File: config.mk
export PLATFORM = sky130hd
export DESIGN_NAME = vga_framebuffer_reader
export DESIGN_NICKNAME = d
export VERILOG_FILES = /design/src/rtl/vga_framebuffer_reader_pkg.sv /design/src/rtl/vga_timing_counter.sv /design/src/rtl/vga_framebuffer_reader.sv
export SDC_FILE = /design/constraint.sdc
export NUM_CORES = 1
export LEC_CHECK = 0
export ABC_CLOCK_PERIOD_IN_PS = 7300
export BUFFER_PORTS_ARGS = -buffer_cell sky130_fd_sc_hd__buf_2
export CORE_AREA = 4 4 65 73
export DETAILED_ROUTE_END_ITERATION = 8
export DIE_AREA = 0 0 69 77
export HOLD_SLACK_MARGIN = 0.02
export PLACE_DENSITY = 0.87
export REMOVE_ABC_BUFFERS = 1
export SYNTH_ARGS = -nofsm -noshare
export SYNTH_HDL_FRONTEND = slang
export SYNTH_HIERARCHICAL = 1
export SYNTH_SLANG_ARGS = --single-unit
File: constraint.sdc
create_clock -name Clock -period 7.3 [get_ports Clock]
set_clock_uncertainty 0.05 [all_clocks]
set_input_delay 1.095 -clock Clock [delete_from_list [all_inputs] [get_ports Clock]]
set_output_delay 1.095 -clock Clock [all_outputs]
set_load 0.1 [all_outputs]
File: src/rtl/vga_framebuffer_reader_pkg.sv
// Shared VGA timing defaults and pixel encoding for the framebuffer reader.
package vga_framebuffer_reader_pkg;

   localparam int H_ACTIVE_DEF = 640;
   localparam int H_FP_DEF     = 16;
   localparam int H_SYNC_DEF   = 96;
   localparam int H_BP_DEF     = 48;
   localparam int V_ACTIVE_DEF = 480;
   localparam int V_FP_DEF     = 10;
   localparam int V_SYNC_DEF   = 2;
   localparam int V_BP_DEF     = 33;
   localparam int ADDR_W_DEF   = 19;
   localparam int COUNT_W      = 10;

   typedef logic [COUNT_W-1:0] count_t;

   typedef struct packed {
      logic red;
      logic green;
      logic blue;
   } rgb_t;

   localparam rgb_t RGB_BLACK = '{red: 1'b0, green: 1'b0, blue: 1'b0};

   function automatic count_t toCount(input int value);
      return count_t'(value);
   endfunction

endpackage

File: src/rtl/vga_timing_counter.sv
// Raster H/V counters advanced on the pixel enable, with decoded region flags.
module vga_timing_counter
   import vga_framebuffer_reader_pkg::*;
#(
   parameter int H_ACTIVE = H_ACTIVE_DEF,
   parameter int H_FP     = H_FP_DEF,
   parameter int H_SYNC   = H_SYNC_DEF,
   parameter int H_BP     = H_BP_DEF,
   parameter int V_ACTIVE = V_ACTIVE_DEF,
   parameter int V_FP     = V_FP_DEF,
   parameter int V_SYNC   = V_SYNC_DEF,
   parameter int V_BP     = V_BP_DEF
) (
   input  logic   Clock,
   input  logic   Reset,
   input  logic   pixelEn,
   output count_t hCount,
   output count_t vCount,
   output logic   active,
   output logic   hSyncRaw,
   output logic   vSyncRaw,
   output logic   vWrap,
   output logic   lastActive,
   output logic   vBlank
);

   localparam count_t H_ACT        = toCount(H_ACTIVE);
   localparam count_t H_ACT_LAST   = toCount(H_ACTIVE - 1);
   localparam count_t H_SYNC_BEGIN = toCount(H_ACTIVE + H_FP);
   localparam count_t H_SYNC_END   = toCount(H_ACTIVE + H_FP + H_SYNC);
   localparam count_t H_LAST       = toCount(H_ACTIVE + H_FP + H_SYNC + H_BP - 1);
   localparam count_t V_ACT        = toCount(V_ACTIVE);
   localparam count_t V_ACT_LAST   = toCount(V_ACTIVE - 1);
   localparam count_t V_SYNC_BEGIN = toCount(V_ACTIVE + V_FP);
   localparam count_t V_SYNC_END   = toCount(V_ACTIVE + V_FP + V_SYNC);
   localparam count_t V_LAST       = toCount(V_ACTIVE + V_FP + V_SYNC + V_BP - 1);

   logic hWrap;

   assign hWrap      = (hCount == H_LAST);
   assign vWrap      = hWrap && (vCount == V_LAST);
   assign active     = (hCount < H_ACT) && (vCount < V_ACT);
   assign vBlank     = (vCount >= V_ACT);
   assign lastActive = (hCount == H_ACT_LAST) && (vCount == V_ACT_LAST);
   assign hSyncRaw   = (hCount >= H_SYNC_BEGIN) && (hCount < H_SYNC_END);
   assign vSyncRaw   = (vCount >= V_SYNC_BEGIN) && (vCount < V_SYNC_END);

   always_ff @(posedge Clock) begin
      if (Reset) begin
         hCount <= '0;
         vCount <= '0;
      end else if (pixelEn) begin
         if (hWrap) begin
            hCount <= '0;
            vCount <= vWrap ? '0 : vCount + count_t'(1);
         end else begin
            hCount <= hCount + count_t'(1);
         end
      end
   end

endmodule

File: src/rtl/vga_framebuffer_reader.sv
// Single-clock VGA reader: raster address walk over video RAM and aligned RGB/sync pins.
module vga_framebuffer_reader
   import vga_framebuffer_reader_pkg::*;
#(
   parameter int H_ACTIVE = H_ACTIVE_DEF,
   parameter int H_FP     = H_FP_DEF,
   parameter int H_SYNC   = H_SYNC_DEF,
   parameter int H_BP     = H_BP_DEF,
   parameter int V_ACTIVE = V_ACTIVE_DEF,
   parameter int V_FP     = V_FP_DEF,
   parameter int V_SYNC   = V_SYNC_DEF,
   parameter int V_BP     = V_BP_DEF,
   parameter int ADDR_W   = ADDR_W_DEF
) (
   input  logic              Clock,
   input  logic              Reset,
   output logic [ADDR_W-1:0] oVideoReadAddress,
   input  logic [2:0]        iVideoData,
   output logic              oVGA_RED,
   output logic              oVGA_GREEN,
   output logic              oVGA_BLUE,
   output logic              oVGA_HSYNC,
   output logic              oVGA_VSYNC,
   output logic [9:0]        oHcounter,
   output logic [9:0]        oVcounter,
   output logic              oVBlank,
   output logic              oFrameStart
);

   logic   rPixelEn;
   count_t hCount;
   count_t vCount;
   logic   active;
   logic   hSyncRaw;
   logic   vSyncRaw;
   logic   vWrap;
   logic   lastActive;
   logic   vBlank;
   rgb_t   rgbQ;
   logic   hSyncQ;
   logic   vSyncQ;

   vga_timing_counter #(
      .H_ACTIVE (H_ACTIVE),
      .H_FP     (H_FP),
      .H_SYNC   (H_SYNC),
      .H_BP     (H_BP),
      .V_ACTIVE (V_ACTIVE),
      .V_FP     (V_FP),
      .V_SYNC   (V_SYNC),
      .V_BP     (V_BP)
   ) uTiming (
      .Clock      (Clock),
      .Reset      (Reset),
      .pixelEn    (rPixelEn),
      .hCount     (hCount),
      .vCount     (vCount),
      .active     (active),
      .hSyncRaw   (hSyncRaw),
      .vSyncRaw   (vSyncRaw),
      .vWrap      (vWrap),
      .lastActive (lastActive),
      .vBlank     (vBlank)
   );

   // The address leads the output stage by one pixel period; RAM data for the
   // current (h,v) arrives on the off edge in between, so pins lag counters by 2 Clocks.
   always_ff @(posedge Clock) begin
      if (Reset) begin
         rPixelEn          <= 1'b0;
         oVideoReadAddress <= '0;
         rgbQ              <= RGB_BLACK;
         hSyncQ            <= 1'b1;
         vSyncQ            <= 1'b1;
         oFrameStart       <= 1'b0;
      end else begin
         rPixelEn    <= ~rPixelEn;
         oFrameStart <= rPixelEn && vWrap;
         if (rPixelEn) begin
            if (vWrap || lastActive) begin
               oVideoReadAddress <= '0;
            end else if (active) begin
               oVideoReadAddress <= oVideoReadAddress + ADDR_W'(1);
            end
            rgbQ   <= active ? rgb_t'(iVideoData) : RGB_BLACK;
            hSyncQ <= ~hSyncRaw;
            vSyncQ <= ~vSyncRaw;
         end
      end
   end

   assign oVGA_RED   = rgbQ.red;
   assign oVGA_GREEN = rgbQ.green;
   assign oVGA_BLUE  = rgbQ.blue;
   assign oVGA_HSYNC = hSyncQ;
   assign oVGA_VSYNC = vSyncQ;
   assign oHcounter  = hCount;
   assign oVcounter  = vCount;
   assign oVBlank    = vBlank;

endmodule

==> summary.md, run 1 <==
| Metric | Value |
|---|---|
| Post-Syn Instances | ~260 |
| Routability cong. | approximately 0.84 |
| Root Driver | clkbuf_8 |
| Clock Path Buffers | 2 |
| Worst R2R Path Depth | 8 |
| # hold bufs at CTS | 0 |
| RSZ-0062 raised after global routing | false |
| CP arrival | 3150 ps |
| H-tree depth | 2 |
| Sequential share of the synthesized area | between 40% and 50% |
| Drt drc | 0 |
| WHS | slightly above 400 ps |
| Outcome | completed |
| Antenna Cells | 0 |
| CP Class | reg -> reg |
| Port Buf Inserts | 50 |
| Number of cell rows | 24 |
| Asr flop ratio synth | 0% |
| Final Hold Viols | 0 |
| Cell Area, Synth | approximately 0.0022 mm² |
| First-pass GRT wire length | 8540 µm |
| Setup WS pre-CTS | about 4400 ps |
| Area growth syn-to-layout | 17.2% |
| Pleak | 1.03 nW |
| Hold path cells | 2 |
| Final TNS setup | 0 ps |
| Clk sinks | 46 |
| Pre-antenna DRT Iters | 4 |
| Largest net degree at the start of global routing | 25 |
| Via count | 2,001 |
| Commonest non-fill, non-tap cells in the layout | buf_2 (50), dfxtp_1 (46), nor2_1 (24), a21oi_1 (20) |
| Final Util | 65.8% |
| Peak VDD IR | 0.137 mV |
| Flop-to-flop setup slack | 4340 ps |
| Crit-path max FO | 15 |
| Iteration-0 DRC count of the detailed router | ~130 |
| I/O Pins | 51 |
| Power Total | 0.459 mW |
| Dpl hpwl | 3570 µm |
| Total grt overflow | 0 |
| Crit end category | flop |
| Post-synth top flop | dfxtp_1 |
| Final worst path period share | between 40% and 50% |
| FF-to-FF End | oVideoReadAddress[14] |
| Initial Util | 56.2% |
| Cell Area, Placed | between 0.002 and 0.003 mm² |
| Post-CTS setup buffer count | 0 |
| Post-layout min period | 2960 ps |
| Post_cts resized | 0 |
| Worst min-delay path class | reg -> reg |
| TritonCTS buffer count | 5 |
| Finished Layout Cells | 360 |
| Post-route cell area | 0.00261 mm² |
| Die area | 0.00531 mm² |
| Min-Delay Startpoint | oVGA_RED |
| Die X | between 60 and 70 µm |
| Vias in the first global route | 1,921 |
| Yosys warnings | 6 |
| Final Max Tran Viols | 0 |
| CTS tree | yes |
| Yosys reg bits | 46 |
| Leading area contributor after synthesis | dfxtp_1 |
| Clock-pin slew on the worst setup and hold paths | 90 ps |
| Yosys top cell area share | 41.4% |
| Gr usage total | 19.1% |
| Commonest non-fill, non-tap cell in the layout | buf_2 |
| Startpoint Class | flop |
| Hold EP | oVGA_RED |
| Antenna violations before repair | 0 |
| Synth area leaders | dfxtp_1 (41%), xnor2_1 (6.3%), a21oi_1 (4.5%) |
| Syn_area_per_cell | 8.66 µm² |
| Max cap viols | 0 |
| Worst-margin pin slew | ~670 ps |
| Total wire length | 4910 µm |
| Vias/cell | 5.56 |
| Fraction of layout cells with a size suffix above 1 | a little under a quarter |
| Final WS setup | about 4300 ps |
| Slew Limit Headroom | 55.1% |
| EDFF count, synth | 0 |
| Wire length per cell | 13.6 µm |
| Core area | 0.00396 mm² |
| Worst r2r src | uTiming/hCount[5] |
| Clock latency on the worst-skew pair | 310 ps |
| Die Height | 77 µm |
| Final antenna-violating net count | 0 |
| Post-synth cell types | 49 |
| Setup-failing EPs final | 0 |
| # nets final | 317 |
| Worst EP required | around 7500 ps |
| PwrDens | around 180 mW/mm² |
| FMAX | 337 MHz |
| Dpl cells | 352 |
==> synthesized netlist by cell type (all sizes together), types with 2 or more instances <==
library cell	instances
dfxtp	46
nor2	24
a21oi	20
nand2	17
nand3	17
xnor2	16
nor3	12
o21ai	11
or3	11
nand4	9
inv	8
clkbuf	7
nor4	7
nand2b	6
ha	5
o31ai	5
or4	5
xor2	5
and4	4
or2	3
nor2b	2
or4b	2
==> cells by family after synthesis <==
group	after synthesis	synth area share, %
buf+inv	16	2.87
fa+ha+maj	5	2.81
xor+xnor	21	8.26
compound gates	42	10.9
mux	1	0.450
flops	46	41.4
simple gates	126	33.3
==> state kept, by name (all words and copies together) (netlist names) <==
register / count
rPixelEn: 1
oVGA_GREEN: 1
uTiming/vCount: 10
uTiming/hCount: 10
oVGA_HSYNC: 1
oVideoReadAddress: 19
oFrameStart: 1
oVGA_BLUE: 1
oVGA_VSYNC: 1
oVGA_RED: 1
==> worst max-delay path, stage by stage (launching register included) <==
cell and delay [ps]:
dfxtp_1 380, or2_0 340, or3_2 520, nor2_1 170, o31ai_1 100, buf_4 210
or3_1 480, or4b_1 490, a21oi_1 150
==> power breakdown <==
group | internal [mW] | switching (mW)
sequential | 0.254 | 0.00457
clock | 0.0692 | 0.0939
combinational | 0.00744 | 0.0299
==> cell type report <==
type,count,area (µm²)
clock buffer,5,68.8
clock inverter,3,25.0
inverter,8,30.0
multi-input combinational,195,1240
sequential,46,921
timing repair buffer,51,258
tap,52,65.1
fill,341,1360
==> how the worst max path moves through the flow <==
| stage | from | slack (ps) | cells after the start | to |
|---|---|---|---|---|
| after global placement | uTiming/hCount[5] | 4440 | 8 | oVideoReadAddress[14] |
| after global routing | uTiming/vCount[0] | 4160 | 9 | oVideoReadAddress[14] |
| final | uTiming/hCount[5] | 4340 | 8 | oVideoReadAddress[14] |
| after CTS | uTiming/hCount[5] | 4340 | 8 | oVideoReadAddress[14] |
| after floorplan | uTiming/vCount[6] | 3360 | 7 | oVideoReadAddress[14] |
| after detailed placement | uTiming/hCount[5] | 4370 | 8 | oVideoReadAddress[14] |
==> layer usage <==
layer | GRT usage [%] | vias to the layer above | share of wire (%)
met4 | 5.27 | 0 | 1.5
met5 | 0 | - | 0
li1 | - | 1020 | -
met3 | 5.49 | 7 | 6.1
met1 | 23.6 | 919 | 45
met2 | 32.3 | 55 | 48
Note: power is estimated with default switching activity, not from simulation.
==> inputs of run 2 (changes only) <==
--- a/config.mk
+++ b/config.mk
@@ -5,13 +5,13 @@
 export SDC_FILE = /design/constraint.sdc
 export NUM_CORES = 1
 export LEC_CHECK = 0
-export ABC_CLOCK_PERIOD_IN_PS = 7300
+export ABC_CLOCK_PERIOD_IN_PS = 2700
 export BUFFER_PORTS_ARGS = -buffer_cell sky130_fd_sc_hd__buf_2
-export CORE_AREA = 4 4 65 73
+export CORE_AREA = 4 4 70 79
 export DETAILED_ROUTE_END_ITERATION = 8
-export DIE_AREA = 0 0 69 77
+export DIE_AREA = 0 0 74 83
 export HOLD_SLACK_MARGIN = 0.02
-export PLACE_DENSITY = 0.87
+export PLACE_DENSITY = 0.79
 export REMOVE_ABC_BUFFERS = 1
 export SYNTH_ARGS = -nofsm -noshare
 export SYNTH_HDL_FRONTEND = slang
==> constraint.sdc (replaced) <==
create_clock -name Clock -period 2.7 [get_ports Clock]
set_clock_uncertainty 0.05 [all_clocks]
set_input_delay 0.405 -clock Clock [delete_from_list [all_inputs] [get_ports Clock]]
set_output_delay 0.405 -clock Clock [all_outputs]
set_load 0.1 [all_outputs]
==> summary.md, run 2 (synthesized netlist as in run 1, its figures left out) <==
| Metric | Value |
|---|---|
| Outcome | completed |
| Clock latency on the worst-skew pair | 300 ps |
| Setup-failing EPs final | 0 |
| Post_cts resized | 0 |
| Peak VDD IR | 0.259 mV |
| Slew Limit Headroom | 52.5% |
| Commonest non-fill, non-tap cells in the layout | buf_2 (50), dfxtp_1 (44), nor2_1 (23), buf_4 (22), a21oi_1 (20) |
| Wire length per cell | 14.1 µm |
| Pre-antenna DRT Iters | 4 |
| Worst-margin pin slew | approximately 700 ps |
| First-pass GRT wire length | 9170 µm |
| PwrDens | 441 mW/mm² |
| Antenna violations before repair | 0 |
| Largest registers | oVideoReadAddress x19, uTiming/hCount x10, uTiming/vCount x10 |
| Gr usage total | 18.5% |
| Critical Path, Cell by Cell | ha_1, nand3_1, or3_2, nor2_2, o31ai_1, or3_4, or4_1, a21oi_1 |
| FMAX | 389 MHz |
| Cell Area, Placed | around 0.0027 mm² |
| Port Buf Inserts | 50 |
| Final antenna-violating net count | 0 |
| M2 GR Usage | 30.2% |
| FILL cells | 437 |
| I/O Pins | 51 |
| Clk sinks | 46 |
| Fraction of layout cells with a size suffix above 1 | 30.1% |
| Largest net degree at the start of global routing | 17 |
| CTS tree | yes |
| Post-CTS setup buffer count | 0 |
| Root Driver | clkbuf_8 |
| Via count | 2,121 |
| Die area | 0.00614 mm² |
| Reg with most FFs | oVideoReadAddress |
| Worst EP required | 2880 ps |
| Grt met1 use | 24.1% |
| Total wire length | around 5500 µm |
| Max cap viols | 0 |
| Final WS setup | 132 ps |
| Post-layout min period | 2570 ps |
| Clock-pin slew on the worst setup and hold paths | approximately 90 ps |
| Worst min-delay path class | in -> reg |
| Vias/cell | 5.48 |
| Crit end category | flop |
| CP arrival | 2750 ps |
| Final TNS setup | 0 ps |
| TritonCTS buffer count | 5 |
| CP Class | reg -> reg |
| Number of cell rows | 27 |
| Die Height | around 83 µm |
| Setup WS pre-CTS | 23.2 ps |
| # nets final | 338 |
| Gr busiest metal | met2 |
| Initial Util | around 46% |
| Routability cong. | 0.834 |
| Pleak | roughly 1.2 nW |
| Die X | 74 µm |
| Total grt overflow | 0 |
| Startpoint Class | flop |
| WHS | 326 ps |
| Final Max Tran Viols | 0 |
| Area growth syn-to-layout | 25.9% |
| Crit-path max FO | 6 |
| Dpl hpwl | 3980 µm |
| Final Hold Viols | 0 |
| Final worst path period share | 95.1% |
| Commonest non-fill, non-tap cell in the layout | buf_2 |
| Antenna Cells | 0 |
| GR Util met3 | 4.24% |
| Core area | 0.00483 mm² |
| Clock Path Buffers | 2 |
| Iteration-0 DRC count of the detailed router | 103 |
| Slowest cell on crit path | or4_1 |
| Drt drc | 0 |
| # hold bufs at CTS | 0 |
| Max incr delay on CP | 510 ps |
| Largest register FFs | 19 |
| Post-route cell area | 0.00280 mm² |
| Vias in the first global route | slightly below 2,000 |
| H-tree depth | 2 |
-- run 2: cell types whose count changed in the layout (fill, tap and decap cells not counted), sizes merged --
| cell | before | now |
|---|---|---|
| clkbuf | 5 | 7 |
| buf | 51 | 72 |
| inv | 9 | 8 |
| clkinvlp | 1 | 0 |
-- run 2: metrics by stage --
stage	instances	utilization [%]	total power, mW
global placement	379	55.5	0.823
detailed placement	379	55.5	0.823
floorplan	249	-	0.791
CTS	387	57.4	1.25
global route	387	58.0	1.29
finish	387	58.0	1.24
-- run 2: power by group --
group	internal, mW	leakage (nW)	switching [mW]	total, mW
clock network	0.207	0.0482	0.223	0.430
registers	0.686	0.373	0.00682	0.693
logic	0.0258	0.739	0.0879	0.114
-- run 2: cell type report --
class / count / area [µm²] / area share, %
clock buffers: 7 / 86.3 / 3.08
clock inverters: 1 / 5.00 / 0.179
inverters: 8 / 30.0 / 1.07
multi-input cells: 195 / 1270 / 45.3
flip-flops and latches: 46 / 923 / 32.9
well taps: 58 / 72.6 / 2.59
repair buffers: 72 / 415 / 14.8
-- run 2: final timing paths --
path	start	to	slack, ps	depth (start not counted)
min reg2reg	oVGA_RED	oVGA_RED	410	2
min	iVideoData[2]	oVGA_RED	330	3
max reg2reg	uTiming/hCount[0]	oVideoReadAddress[15]	130	8
max	uTiming/hCount[0]	oVideoReadAddress[15]	130	8
-- run 2: metal layers --
layer | part of all wire, % | up-vias
met3 | 5.5 | 5
met1 | 43 | 995
met2 | 50 | 54
met4 | 0.94 | 0
li1 | - | 1067
met5 | 0 | -
-- run 2: critical path: cells and delay by family (launching register included) --
| family | cells | cell delay [ps] |
|---|---|---|
| adder cells (fa/ha/maj) | 1 | 170 |
| AO/OA/AOI/OAI | 2 | 280 |
| AND/OR/NAND/NOR | 5 | 1660 |
| flip-flops | 1 | 350 |
==> inputs of run 3 (changes only) <==
--- a/config.mk
+++ b/config.mk
@@ -7,13 +7,12 @@
 export LEC_CHECK = 0
 export ABC_CLOCK_PERIOD_IN_PS = 2700
 export BUFFER_PORTS_ARGS = -buffer_cell sky130_fd_sc_hd__buf_2
-export CORE_AREA = 4 4 70 79
+export CORE_AREA = 4 4 72 81
 export DETAILED_ROUTE_END_ITERATION = 8
-export DIE_AREA = 0 0 74 83
+export DIE_AREA = 0 0 76 85
 export HOLD_SLACK_MARGIN = 0.02
 export PLACE_DENSITY = 0.79
 export REMOVE_ABC_BUFFERS = 1
 export SYNTH_ARGS = -nofsm -noshare
 export SYNTH_HDL_FRONTEND = slang
-export SYNTH_HIERARCHICAL = 1
 export SYNTH_SLANG_ARGS = --single-unit
==> summary.md, run 3 <==
| Metric | Value |
|---|---|
| Total wire length | 6040 µm |
| Worst r2r src | uTiming.hCount[0] |
| Vias/cell | 6.03 |
| Wire length per cell | roughly 16 µm |
| First-pass GRT wire length | 9860 µm |
| Clock latency on the worst-skew pair | around 300 ps |
| Die area | 0.00646 mm² |
| Syn_area_per_cell | 8.57 µm² |
| Yosys warnings | 0 |
| Largest registers | oVideoReadAddress x19, uTiming.hCount x10, uTiming.vCount x10 |
| Pleak | 1.10 nW |
| Fraction of layout cells with a size suffix above 1 | a little over a fifth |
| FMAX | between 400 and 500 MHz |
| Largest register FFs | 19 |
| Post-synth top flop | dfxtp_1 |
| Post-Syn Instances | 280 |
| Asr flop ratio synth | 0% |
| Clock Path Buffers | 2 |
| Slew Limit Headroom | 52.7% |
| Pre-antenna DRT Iters | 5 |
| Cell Area, Synth | 0.00240 mm² |
| Min-Delay Startpoint | iVideoData[1] |
| Startpoint Class | flop |
| FF-to-FF End | oVideoReadAddress[2] |
| Yosys top cell area share | 38.4% |
| Root Driver | clkbuf_8 |
| Setup WS pre-CTS | 610 ps |
| Crit-path max FO | 9 |
| Post-layout min period | 2140 ps |
| Count leader, synth | dfxtp_1 |
| Gr usage total | 18.3% |
| Post_cts resized | 0 |
| Post-synth cell types | 50 |
| Port Buf Inserts | 50 |
| Grt met1 use | 23.3% |
| Die Height | 85 µm |
| Synth area leaders | dfxtp_1 (38%), nand4_1 (5.0%), nor2_1 (4.4%) |
| Setup-failing EPs final | 0 |
| Clock-pin slew on the worst setup and hold paths | 90 ps |
| Clk sinks | 46 |
| Final worst path period share | 79.3% |
| Peak VDD IR | 0.285 mV |
| I/O Pins | 51 |
| Worst EP required | 2850 ps |
| Worst min-delay path class | in -> reg |
| Largest net degree at the start of global routing | 23 |
| Final Hold Viols | 0 |
| Via count | 2,328 |
| Hold EP | oVGA_GREEN |
| Dpl hpwl | roughly 4400 µm |
| PwrDens | 463 mW/mm² |
| Post-CTS setup buffer count | 0 |
| # nets final | 337 |
| Routability cong. | 0.899 |
| FILL cells | 462 |
| Iteration-0 DRC count of the detailed router | around 180 |
| Flop-to-flop setup slack | 560 ps |
| Outcome | completed |
| Antenna violations before repair | 0 |
| Gr busiest metal | met2 |
| Final Max Tran Viols | 0 |
| Hold path cells | 3 |
| CP Class | reg -> reg |
| Final WS setup | 560 ps |
| Crit end category | flop |
| Core area | between 0.004 and 0.005 mm² |
| Area growth syn-to-layout | 15.5% |
| Worst-margin pin slew | between 700 and 800 ps |
| Leading area contributor after synthesis | dfxtp_1 |
| Antenna Cells | 0 |
| Yosys reg bits | 46 |
| H-tree depth | 2 |
| M2 GR Usage | 29.8% |
| CP arrival | between 2000 and 2500 ps |
| Drt drc | 0 |
| RSZ-0062 raised after global routing | false |
| Post-synth top cells | dfxtp_1 (46), nor2_1 (28), nand2_1 (25), nand4_1 (19) |
| Worst R2R Path Depth | 6 |
| Commonest non-fill, non-tap cell in the layout | buf_2 |
| EDFF count, synth | 0 |
| Initial Util | 48.3% |
| # hold bufs at CTS | 0 |
| Total grt overflow | 0 |
| GR Util met3 | 4.88% |
| Final TNS setup | 0 ps |
| Number of cell rows | 27 |
| CTS tree | yes |
| Sequential share of the synthesized area | a little under two fifths |
| Vias in the first global route | 2,076 |
| Final antenna-violating net count | 0 |
| Die X | 76 µm |
| Max cap viols | 0 |
| TritonCTS buffer count | 5 |
| Commonest non-fill, non-tap cells in the layout | buf_2 (50), dfxtp_1 (46), nor2_1 (28), nand2_1 (25), nand4_1 (19) |
| Reg with most FFs | oVideoReadAddress |
==> run 3: worst max-delay path by stage <==
stage / start / end / slack, ps / cells past startpoint
2_1_floorplan: uTiming.vCount[0] / oVideoReadAddress[17] / 30 / 7
3_3_place_gp: uTiming.hCount[0] / oVideoReadAddress[17] / 660 / 6
3_5_place_dp: uTiming.hCount[0] / oVideoReadAddress[2] / 610 / 6
4_1_cts: uTiming.hCount[0] / oVideoReadAddress[2] / 580 / 6
5_1_grt: uTiming.hCount[0] / oVideoReadAddress[2] / 440 / 6
6_report: uTiming.hCount[0] / oVideoReadAddress[2] / 560 / 6
==> run 3: layout make-up <==
cell class | count | area [µm²] | share of cell area, %
Clock buffer | 6 | 82.6 | 2.98
Clock inverter | 2 | 12.5 | 0.451
Inverter | 8 | 30.0 | 1.08
Multi-Input combinational cell | 214 | 1390 | 50.1
Sequential cell | 46 | 921 | 33.2
Tap cell | 58 | 72.6 | 2.62
Timing Repair Buffer | 52 | 265 | 9.57
==> run 3: cells by family (layout without fill, tap and decap cells) <==
| family | count (synthesis) | after routing | synth area share [%] |
|---|---|---|---|
| flops | 46 | 46 | 38.4 |
| simple gates | 140 | 140 | 32.9 |
| fa+ha+maj | 5 | 5 | 2.61 |
| xor+xnor | 15 | 15 | 5.47 |
| buf+inv | 20 | 68 | 3.81 |
| compound gates | 54 | 54 | 16.8 |
==> run 3: where the power goes <==
part           switching [mW]  total, mW  internal, mW
clock network           0.245      0.451         0.206
logic                   0.109      0.136        0.0262
registers             0.00975      0.697         0.688
total                   0.364       1.28         0.920
==> run 3: layer usage <==
metal | vias up | routed length [µm] | share of wire (%)
li1 | 1137 | - | -
met1 | 1088 | 2620 | 43
met2 | 88 | 2880 | 48
met3 | 15 | 434 | 7.2
met4 | 0 | 104 | 1.7
met5 | - | 0 | 0
==> run 3: critical path, stage by stage (launching register included) <==
cell,delay [ps]
dfxtp_1,360
ha_1,240
and4b_1,200
and3_1,240
a221oi_4,470
nand2_4,160
o32ai_1,310
==> run 3: through the flow <==
step | cells | power, mW | utilization (%) | cell area, µm² | hold WS [ps]
6_report | 386 | 1.28 | 55.8 | 2770 | 310
5_1_grt | 386 | 1.33 | 55.8 | 2770 | 306
4_1_cts | 386 | 1.29 | 55.8 | 2770 | 306
3_5_place_dp | 378 | 0.848 | 53.9 | 2680 | 406
3_3_place_gp | 378 | 0.847 | 53.9 | 2680 | 399
2_1_floorplan | 268 | 0.815 | - | 2340 | 424
